File: config.mk
export PLATFORM = sky130hd
export DESIGN_NAME = wb_mem_tester_flat
export DESIGN_NICKNAME = d
export VERILOG_FILES = /design/src/rtl/wb_tester_pkg.sv /design/src/rtl/wshb_if.sv /design/src/rtl/wb_tester_watchdog.sv /design/src/rtl/wb_mem_tester.sv /design/src/flat_wrapper.sv
export SDC_FILE = /design/constraint.sdc
export NUM_CORES = 1
export LEC_CHECK = 0
export BUFFER_PORTS_ARGS = -buffer_cell sky130_fd_sc_hd__buf_4
export CAP_MARGIN = 15
export CORE_ASPECT_RATIO = 0.75
export CORE_MARGIN = 1
export CORE_UTILIZATION = 60
export CTS_BUF_LIST = sky130_fd_sc_hd__clkbuf_8
export CTS_CLUSTER_DIAMETER = 100
export CTS_CLUSTER_SIZE = 8
export DETAILED_ROUTE_END_ITERATION = 12
export PLACE_DENSITY = 0.86
export SYNTH_ARGS = -nofsm -noshare
export SYNTH_HDL_FRONTEND = slang
export SYNTH_SLANG_ARGS = --single-unit
export TNS_END_PERCENT = 100
File: constraint.sdc
create_clock -name clk -period 6.05 [get_ports clk]
set_input_delay 0.605 -clock clk [delete_from_list [all_inputs] [get_ports clk]]
set_output_delay 0.605 -clock clk [all_outputs]
set_load 0.02 [all_outputs]
File: src/rtl/wb_tester_pkg.sv
// Shared types, widths and the test pattern generator for the Wishbone memory tester.
package wb_tester_pkg;

  localparam int unsigned DATA_W = 32;
  localparam int unsigned SEL_W  = 4;
  localparam int unsigned ERR_W  = 16;

  typedef enum logic [1:0] {
    ST_IDLE  = 2'd0,
    ST_WRITE = 2'd1,
    ST_READ  = 2'd2,
    ST_DONE  = 2'd3
  } state_e;

  // Word a of a sweep holds seed + a, wrapping modulo 2**32.
  function automatic logic [DATA_W-1:0] pattern(input logic [DATA_W-1:0] base,
                                                input logic [DATA_W-1:0] idx);
    return base + idx;
  endfunction

endpackage

File: src/rtl/wshb_if.sv
// Classic Wishbone bus bundle with initiator and target views.
interface wshb_if
  import wb_tester_pkg::*;
#(
  parameter int unsigned ADR_WIDTH = 11
) ();
  logic                 cyc;
  logic                 stb;
  logic                 we;
  logic [ADR_WIDTH-1:0] adr;
  logic [SEL_W-1:0]     sel;
  logic [DATA_W-1:0]    dat_ms;
  logic [DATA_W-1:0]    dat_sm;
  logic                 ack;

  modport master (output cyc, stb, we, adr, sel, dat_ms, input dat_sm, ack);
  modport slave  (input cyc, stb, we, adr, sel, dat_ms, output dat_sm, ack);
endinterface

File: src/rtl/wb_tester_watchdog.sv
// Ack watchdog: counts consecutive stalled request cycles and flags the one that reaches TIMEOUT.
module wb_tester_watchdog #(
  parameter int unsigned TIMEOUT = 255
) (
  input  logic clk,
  input  logic rst_n,
  input  logic i_stall,
  output logic o_expire_c
);
  localparam int unsigned CNT_W = (TIMEOUT > 1) ? $clog2(TIMEOUT) : 1;

  logic [CNT_W-1:0] r_cnt;

  // Any cycle without a stall (ack seen or no request) restarts the count.
  always_ff @(posedge clk or negedge rst_n) begin
    if (!rst_n) begin
      r_cnt <= '0;
    end else if (i_stall) begin
      r_cnt <= r_cnt + CNT_W'(1);
    end else begin
      r_cnt <= '0;
    end
  end

  assign o_expire_c = i_stall && (r_cnt == CNT_W'(TIMEOUT - 1));

endmodule

File: src/rtl/wb_mem_tester.sv
// Wishbone memory tester: writes seed+addr to every word, reads all back and counts mismatches.
// Defining WB_TESTER_TIMEOUT_EN adds an ack watchdog that aborts a stalled test.
module wb_mem_tester
  import wb_tester_pkg::*;
#(
  parameter int unsigned ADR_WIDTH = 11,
  parameter int unsigned TIMEOUT   = 255
) (
  input  logic                 clk,
  input  logic                 rst_n,
  wshb_if.master               wb_m,
  input  logic                 start,
  input  logic [DATA_W-1:0]    seed,
  output logic                 busy,
  output logic                 done,
  output logic                 pass,
  output logic [ERR_W-1:0]     err_cnt,
  output logic [ADR_WIDTH-1:0] first_err_adr,
  output logic                 timeout
);
  localparam logic [ADR_WIDTH-1:0] ADR_LAST = '1;

  state_e               r_state, w_state_nxt;
  logic [ADR_WIDTH-1:0] r_adr, w_adr_nxt, w_adr_inc;
  logic [DATA_W-1:0]    r_seed, w_seed_nxt;
  logic                 r_cyc, w_cyc_nxt;
  logic                 r_stb, w_stb_nxt;
  logic                 r_we, w_we_nxt;
  logic [SEL_W-1:0]     r_sel, w_sel_nxt;
  logic [DATA_W-1:0]    r_dat, w_dat_nxt;
  logic                 r_busy, w_busy_nxt;
  logic                 r_done, w_done_nxt;
  logic                 r_pass, w_pass_nxt;
  logic [ERR_W-1:0]     r_err, w_err_nxt;
  logic [ADR_WIDTH-1:0] r_first, w_first_nxt;
  logic                 r_tmo, w_tmo_nxt;
  logic                 w_finish;
  logic                 w_ack;
  logic                 w_expire;
  logic [DATA_W-1:0]    w_exp_dat;

  // A stray ack outside a bus cycle must not advance anything.
  assign w_ack     = wb_m.ack & r_cyc;
  assign w_adr_inc = r_adr + ADR_WIDTH'(1);
  assign w_exp_dat = pattern(r_seed, DATA_W'(r_adr));

`ifdef WB_TESTER_TIMEOUT_EN
  wb_tester_watchdog #(
    .TIMEOUT (TIMEOUT)
  ) u_watchdog (
    .clk        (clk),
    .rst_n      (rst_n),
    .i_stall    (r_cyc & r_stb & ~wb_m.ack),
    .o_expire_c (w_expire)
  );
`else
  logic w_unused_timeout;
  assign w_unused_timeout = (TIMEOUT == 32'd0);
  assign w_expire         = 1'b0;
`endif

  always_comb begin
    w_state_nxt = r_state;
    w_adr_nxt   = r_adr;
    w_seed_nxt  = r_seed;
    w_cyc_nxt   = r_cyc;
    w_stb_nxt   = r_stb;
    w_we_nxt    = r_we;
    w_sel_nxt   = r_sel;
    w_dat_nxt   = r_dat;
    w_busy_nxt  = r_busy;
    w_done_nxt  = 1'b0;
    w_pass_nxt  = r_pass;
    w_err_nxt   = r_err;
    w_first_nxt = r_first;
    w_tmo_nxt   = r_tmo;
    w_finish    = 1'b0;

    case (r_state)
      ST_IDLE: begin
        if (start) begin
          w_state_nxt = ST_WRITE;
          w_adr_nxt   = '0;
          w_seed_nxt  = seed;
          w_err_nxt   = '0;
          w_first_nxt = '0;
          w_tmo_nxt   = 1'b0;
          w_pass_nxt  = 1'b0;
          w_busy_nxt  = 1'b1;
          w_cyc_nxt   = 1'b1;
          w_stb_nxt   = 1'b1;
          w_we_nxt    = 1'b1;
          w_sel_nxt   = '1;
          w_dat_nxt   = pattern(seed, '0);
        end
      end
      ST_WRITE: begin
        if (w_ack) begin
          if (r_adr == ADR_LAST) begin
            w_state_nxt = ST_READ;
            w_adr_nxt   = '0;
            w_we_nxt    = 1'b0;
            w_dat_nxt   = '0;
          end else begin
            w_adr_nxt = w_adr_inc;
            w_dat_nxt = pattern(r_seed, DATA_W'(w_adr_inc));
          end
        end
      end
      ST_READ: begin
        if (w_ack) begin
          if (wb_m.dat_sm != w_exp_dat) begin
            if (r_err == '0) w_first_nxt = r_adr;
            if (r_err != '1) w_err_nxt = r_err + ERR_W'(1);
          end
          if (r_adr == ADR_LAST) begin
            w_finish = 1'b1;
          end else begin
            w_adr_nxt = w_adr_inc;
          end
        end
      end
      ST_DONE: begin
        w_state_nxt = ST_IDLE;
      end
      default: begin
        w_state_nxt = ST_IDLE;
      end
    endcase

    if (w_expire) begin
      w_finish  = 1'b1;
      w_tmo_nxt = 1'b1;
    end

    // Closing a test: release the bus and publish the verdict with the done pulse.
    if (w_finish) begin
      w_state_nxt = ST_DONE;
      w_cyc_nxt   = 1'b0;
      w_stb_nxt   = 1'b0;
      w_we_nxt    = 1'b0;
      w_sel_nxt   = '0;
      w_dat_nxt   = '0;
      w_adr_nxt   = '0;
      w_busy_nxt  = 1'b0;
      w_done_nxt  = 1'b1;
      w_pass_nxt  = (w_err_nxt == '0) && !w_tmo_nxt;
    end
  end

  always_ff @(posedge clk or negedge rst_n) begin
    if (!rst_n) begin
      r_state <= ST_IDLE;
      r_adr   <= '0;
      r_seed  <= '0;
      r_cyc   <= 1'b0;
      r_stb   <= 1'b0;
      r_we    <= 1'b0;
      r_sel   <= '0;
      r_dat   <= '0;
      r_busy  <= 1'b0;
      r_done  <= 1'b0;
      r_pass  <= 1'b0;
      r_err   <= '0;
      r_first <= '0;
      r_tmo   <= 1'b0;
    end else begin
      r_state <= w_state_nxt;
      r_adr   <= w_adr_nxt;
      r_seed  <= w_seed_nxt;
      r_cyc   <= w_cyc_nxt;
      r_stb   <= w_stb_nxt;
      r_we    <= w_we_nxt;
      r_sel   <= w_sel_nxt;
      r_dat   <= w_dat_nxt;
      r_busy  <= w_busy_nxt;
      r_done  <= w_done_nxt;
      r_pass  <= w_pass_nxt;
      r_err   <= w_err_nxt;
      r_first <= w_first_nxt;
      r_tmo   <= w_tmo_nxt;
    end
  end

  assign wb_m.cyc      = r_cyc;
  assign wb_m.stb      = r_stb;
  assign wb_m.we       = r_we;
  assign wb_m.adr      = r_adr;
  assign wb_m.sel      = r_sel;
  assign wb_m.dat_ms   = r_dat;
  assign busy          = r_busy;
  assign done          = r_done;
  assign pass          = r_pass;
  assign err_cnt       = r_err;
  assign first_err_adr = r_first;
  assign timeout       = r_tmo;

endmodule

File: src/flat_wrapper.sv
// flat-port wrapper written by rule: the top's interface ports become plain ports
module wb_mem_tester_flat import wb_tester_pkg::*;
#(
  parameter int unsigned ADR_WIDTH = 11,
  parameter int unsigned TIMEOUT   = 255
)
  (clk, rst_n, start, seed, busy, done, pass, err_cnt, first_err_adr, timeout, wb_m_cyc, wb_m_stb, wb_m_we, wb_m_adr, wb_m_sel, wb_m_dat_ms, wb_m_dat_sm, wb_m_ack);
  wshb_if #(.ADR_WIDTH(ADR_WIDTH)) wb_m_i ();
  input  logic clk;
  input  logic rst_n;
  input  logic start;
  input  logic [DATA_W-1:0] seed;
  output logic busy;
  output logic done;
  output logic pass;
  output logic [ERR_W-1:0] err_cnt;
  output logic [ADR_WIDTH-1:0] first_err_adr;
  output logic timeout;
  output wire logic [$bits(wb_m_i.cyc)-1:0] wb_m_cyc;
  output wire logic [$bits(wb_m_i.stb)-1:0] wb_m_stb;
  output wire logic [$bits(wb_m_i.we)-1:0] wb_m_we;
  output wire logic [$bits(wb_m_i.adr)-1:0] wb_m_adr;
  output wire logic [$bits(wb_m_i.sel)-1:0] wb_m_sel;
  output wire logic [$bits(wb_m_i.dat_ms)-1:0] wb_m_dat_ms;
  input wire logic [$bits(wb_m_i.dat_sm)-1:0] wb_m_dat_sm;
  input wire logic [$bits(wb_m_i.ack)-1:0] wb_m_ack;
  assign wb_m_cyc = wb_m_i.cyc;
  assign wb_m_stb = wb_m_i.stb;
  assign wb_m_we = wb_m_i.we;
  assign wb_m_adr = wb_m_i.adr;
  assign wb_m_sel = wb_m_i.sel;
  assign wb_m_dat_ms = wb_m_i.dat_ms;
  assign wb_m_i.dat_sm = wb_m_dat_sm;
  assign wb_m_i.ack = wb_m_ack;
  wb_mem_tester #(.ADR_WIDTH(ADR_WIDTH), .TIMEOUT(TIMEOUT)) u_core (.clk(clk), .rst_n(rst_n), .wb_m(wb_m_i), .start(start), .seed(seed), .busy(busy), .done(done), .pass(pass), .err_cnt(err_cnt), .first_err_adr(first_err_adr), .timeout(timeout));
endmodule
# Yosys cells after proc, flatten, opt, wreduce, memory -nomap -nowiden
# Index checks and enable logic that the tools add are counted.
classes:
  n_reduce_logical: 18
  n_bitwise: 1
  multipliers: 0
  n_shift: 0
  n_eq_ne: 15
  n_div: 0
  n_lt_le_gt_ge: 0
  add_sub_neg: 4
  mux: 45
op_table:
  columns: ["op", "count"]
  rows:
  - ["32-bit 2-to-1 mux", 4]
  - ["11-bit 2-to-1 mux", 9]
  - ["32-bit by 11-bit adder with 32-bit output", 2]
  - ["16-bit 2-to-1 mux", 4]
  - ["32-bit case mux with 2 select lines", 1]
  - ["11-bit case mux with 3 select lines", 1]
  - ["16-bit zero test", 2]
  - ["32-bit inequality test", 1]
  - ["16-bit case mux with 2 select lines", 1]
  - ["11-bit case mux with 2 select lines", 1]
  - ["16-bit by 1-bit adder with 16-bit output (second input constant)", 1]
  - ["16-bit inequality test (second input constant)", 1]
  - ["1-bit 2-to-1 mux", 15]
  - ["4-bit 2-to-1 mux", 3]
  - ["11-bit by 1-bit adder with 11-bit output (second input constant)", 1]
  - ["11-bit equality test (second input constant)", 1]
  - ["5-bit AND reduction", 2]
  - ["3-bit by 1-bit inequality test with 1-bit output (second input constant)", 3]
  - ["2-bit 2-to-1 mux", 4]
  - ["4-bit AND reduction", 2]
  - ["4-bit nonzero test", 2]
  - ["2-bit by 1-bit inequality test with 1-bit output (second input constant)", 3]
  - ["3-bit by 2-bit inequality test with 1-bit output (second input constant)", 2]
  - ["2-bit case mux with 3 select lines", 1]
  - ["other kinds (12)", 16]
totals:
  n_memories: 0
  elab_cells: 95
  mem_bits_ro: 0
  ramBits: 0
  latch_bits: 0
  out_inout_bits: 81
  inputBits: 68
  reg_bits: 113

# Logic depth before layout (Yosys ltp)
logic_depth:
  ltp_word: 8
  depth_mapped: 16
  depth_no_buf: 16

# Worst setup path before layout
# Ideal clock, no wire load.
synth_timing:
  path_kind: "register -> register"
  startpoint: "reg u_core.r_adr[0] (netlist: u_core.wb_m.adr[0])"
  endpoint: "reg u_core.r_pass (netlist: u_core.pass)"
  setup_time_ps: 92
  stages_incl_launch_ff: 16
  path_slack_ps: 1987
  required_ps: 5958
  path_buffers: 1
  arrival_time_ps: 3971
  period_less_slack_ps: 4063
  cell_sequence: "dfrtp_1 > ha_1 > fa_1 > a21o_1 > a221oi_4 > a221oi_4 > nand2_1 > mux2_2 > a2111oi_4 > and4_1 > buf_6 > nor2_2 > a32o_2 > a2111oi_4 > nand4b_1 > o31ai_2"
synth_via:
  elab_chain_cells: 8
  elab_cells_between_ends: 15
  classes_between: "add/sub: 1; eq/ne: 2; mux: 7; reduce/logical: 5"
synth_lines:
  columns: ["element", "line", "text"]
  rows:
  - ["start: declaration", "wb_mem_tester.sv:24", "logic [ADR_WIDTH-1:0] r_adr, w_adr_nxt, w_adr_inc;"]
  - ["start signal: assignment", "wb_mem_tester.sv:169", "r_adr <= w_adr_nxt;"]
  - ["32-bit by 11-bit adder with 32-bit output", "wb_tester_pkg.sv:18", "return base + idx;"]
  - ["32-bit inequality test", "wb_mem_tester.sv:112", "if (wb_m.dat_sm != w_exp_dat) begin"]
  - ["16-bit 2-to-1 mux", "wb_mem_tester.sv:112", null]
  - ["16-bit 2-to-1 mux", "wb_mem_tester.sv:111", "if (w_ack) begin"]
  - ["16-bit case mux with 2 select lines", "wb_mem_tester.sv:79", "case (r_state)"]
  - ["16-bit zero test", "wb_mem_tester.sv:147", "w_pass_nxt = (w_err_nxt == '0) && !w_tmo_nxt;"]
  - ["1-bit logical AND", "wb_mem_tester.sv:147", null]
  - ["1-bit 2-to-1 mux", "wb_mem_tester.sv:137", "if (w_finish) begin"]
  - ["end signal: assignment", "wb_mem_tester.sv:178", "r_pass <= w_pass_nxt;"]
  - ["end: declaration", "wb_mem_tester.sv:33", "logic r_pass, w_pass_nxt;"]
# Several ways; a longest one is shown, not always the timed one.
# A chain may end at the register's enable or synchronous reset.

# Worst setup path in the final report
# Same ends and word-level chain as after synthesis.

==> reports/qor.txt <==
Critical Path, Cell by Cell: ha_1, fa_1, a21o_1, a221oi_4, a221oi_4, nand2_1, mux2_2, a2111oi_4, and4_1, nor2_2, a32o_2, a2111oi_4, nand4b_1, o31ai_2
cts hold-fix bufs: 0
simple-gate share of the synthesized area: 0.216
slowest stage cell, crit path: and4_1
post-layout min period: 4.58 ns
clock root cell: clkbuf_8
Area Growth Syn to Fin: 17.5%
Initial Utilization: 0.619
CP arrival: 4.89 ns
H-tree lvl count: 3
Final Max Tran Viols: 0
DR pass1 iterations: 5
clk_skew: 0.0135 ns
count of flip-flops with a built-in enable after synthesis: 0
initial DRC count: 908
pin count of the biggest net entering global routing: 63
Synth Area in Adders: 0.0527
f_max: 0.218 GHz
Final nets: 1,065
maximum fanout along the worst path: 10
synth warn: 0
Yosys cell types: 74
width of the die: 132 um
CTS-repair resized insts: 0
Post-CTS Setup Bufs: 0
clk_lat worst skew: 0.40 ns
Seq/Total Area, Yosys: 0.357
HP Class: primary input to asynchronous set/reset pin
diodes inserted: 0
RSZ-0062 raised after global routing: false
maximum root-to-sink buffer count: 2
maximum vdd drop: 0.000128 V
cell area after synthesis: 7640 um2
cell family with most CP delay: compound AO/OA/AOI/OAI gates
worst slew pin tran: 1.13 ns
RePlAce Congestion: 1.06
startpoint class of the critical path: register
die area: 13,200 um2
DR vias/cell: 6.41
Core Region: 12,300 um2
Final Hold Viols: 0
max cap viols: 0
FF+latch count, synth: 109
Vias: 7,287
Buf/Inv on CP: 0
Main synth FF type: dfrtp_1
Port-buffer cells: 148
combinational family with the most area after synthesis: simple AND/OR/NAND/NOR gates
CP required: 6.37 ns
leak pwr: 4.08 nW
Mapped Cells: 858
Rows: 35
largest stage delay on the critical path: 0.52 ns
WS Path Type: register to register
Routed Antenna Nets: 0
status: finished, final reports clean
non-filler cells, final: 1,137
final setup vio count: 0
placed insts: 1,121
Compound-Gate Fraction of Synth Area: 0.187
Slew HR: 0.238
setup TNS: 0 ns
gr ovfl total: 0
crit end category: register
ys async rst share: 1.00
Post-Synth XOR/XNOR Area: 0.0882
TritonCTS clock tree: done
Mapped Avg Cell Area: 8.91 um2
initial antenna violation count: 0
share of cells above drive strength 1: 0.235
Mapped Nets: 957
Clock Sinks: 109
All-Layer GR Usage: 0.341
clk slew on worst S/H paths: 0.12 ns
detailed-route wire length per cell: 19.6 um
Top Ports: 149
first-pass GRT wire length: 35,300 um
final wirelength: 22,200 um
Residual DRC: 0
Die Y: 99.7 um
multiplexer area fraction after synthesis: 0.0511
Final HPWL DP: 16,400 um
Pwr Density: 155 nW/um2
vias in the first global route: 6,762
total CTS buffers: 9
Tcrit/Tclk final: 0.757
-- worst paths after layout --
kind	startpoint	to	cells past startpoint	slack, ns
min in group clk	seed[1]	u_core.r_seed[1]	3	0.44
setup / recovery	u_core.wb_m.adr[0]	u_core.pass	14	1.47
hold reg to reg	u_core.first_err_adr[4]	u_core.first_err_adr[4]	2	0.50
max in group asynchronous	rst_n	u_core.r_seed[16]	2	4.60
setup reg to reg	u_core.wb_m.adr[0]	u_core.pass	14	1.47
hold / removal	rst_n	u_core.wb_m.adr[3]	1	0.22
-- flip-flops by register name, indices dropped and copies added (netlist names) --
signal                count
u_core.pass               1
u_core.r_state            2
u_core.timeout            1
u_core.wb_m.adr          11
u_core.wb_m.we            1
u_core.first_err_adr     11
u_core.r_seed            32
u_core.wb_m.sel           1
u_core.done               1
u_core.err_cnt           16
u_core.wb_m.dat_ms       32
-- cell families (layout without fill, tap and decap cells) --
| family | count (synthesis) | after routing |
|---|---|---|
| XOR/XNOR | 77 | 77 |
| AO/OA/AOI/OAI | 202 | 202 |
| AND/OR/NAND/NOR | 322 | 322 |
| flip-flops | 109 | 109 |
| adder cells (fa/ha/maj) | 31 | 31 |
| multiplexers | 35 | 35 |
| buffers and inverters | 82 | 195 |
-- cell usage after synthesis, drive strengths merged, types with 6 or more instances --
cell	count	area [um2]
and2	12	76.3
buf	25	154
and4	10	87.6
mux2	32	360
o211ai	27	203
nor2	38	145
nand3	58	290
a22o	8	70.1
and3	14	92.6
nor4	8	71.3
dfrtp	109	2730
clkbuf	33	124
inv	24	90.1
or3	6	37.5
nand2	110	413
a31oi	12	81.3
nor3	15	75.1
ha	29	363
xor2	35	307
a22oi	8	60.1
o31ai	9	72.6
o21ai	57	289
nand4	26	184
a21oi	29	149
xnor2	42	368
-- area by class of cell --
class	instances	area, um2
Clock inverter	7	105
Sequential cell	109	2730
Fill cell	948	3370
Inverter	24	90.1
Tap cell	166	208
Clock buffer	9	124
Multi-Input combinational cell	667	4560
Timing Repair Buffer	155	1160
-- where the power goes --
part	switching [W]	total, W	leakage [nW]	internal, W
sequential	0.00000676	0.000746	1.36	0.000739
combinational	0.0000691	0.000130	2.61	0.0000605
clock	0.000278	0.000517	0.112	0.000239
-- worst register-to-register path, delay by kind of cell, from the launching register on --
family	cells	cell delay, ns
muxes	1	0.36
AOI/OAI and AO/OA	7	2.07
DFF	1	0.48
adders and majority gates	2	0.70
and+or+nand+nor	4	0.91
-- per-layer routing --
layer,global-route usage,vias up,share of wire
met4,0.117,0,0.024
met3,0.0617,58,0.093
li1,-,3336,-
met2,0.515,420,0.44
met1,0.492,3473,0.44
met5,0.00741,-,0
-- cell usage in the layout (no fill, tap or decap), types with 4 or more instances in the layout --
| cell | instances |
|---|---|
| nand2_1 | 110 |
| nand2b_1 | 5 |
| nor2_1 | 36 |
| a22oi_1 | 8 |
| o31ai_1 | 8 |
| nand3_1 | 58 |
| or2_2 | 4 |
| a21o_1 | 5 |
| a211oi_1 | 5 |
| xnor2_1 | 42 |
| a21oi_1 | 28 |
| dfrtp_1 | 109 |
| nand4_1 | 24 |
| o21ai_0 | 52 |
| and2_1 | 10 |
| a22o_1 | 8 |
| buf_4 | 155 |
| nor4_1 | 6 |
| a31oi_1 | 11 |
| xor2_1 | 35 |
| mux2_2 | 32 |
| nor3_1 | 15 |
| o211ai_1 | 27 |
| a21boi_0 | 4 |
| ha_1 | 29 |
| inv_1 | 24 |
| clkbuf_8 | 9 |
| nand4b_1 | 5 |
| and3_1 | 13 |
| or3_1 | 6 |
| and4_1 | 10 |
| nor2b_1 | 5 |
-- metrics by stage --
stage	cell area [um2]	util	hold WS, ns	setup slack [ns]	total power (W)
2_1_floorplan	7640	-	0.309	1.99	0.000805
3_3_place_gp	8750	0.709	0.462	1.67	0.000886
3_5_place_dp	8750	0.709	0.474	1.55	0.000889
4_1_cts	8980	0.727	0.237	1.54	0.00140
5_1_grt	8980	0.727	0.258	1.25	0.00144
6_report	8980	0.727	0.218	1.47	0.00139
Power figures use the tool's default switching activity.
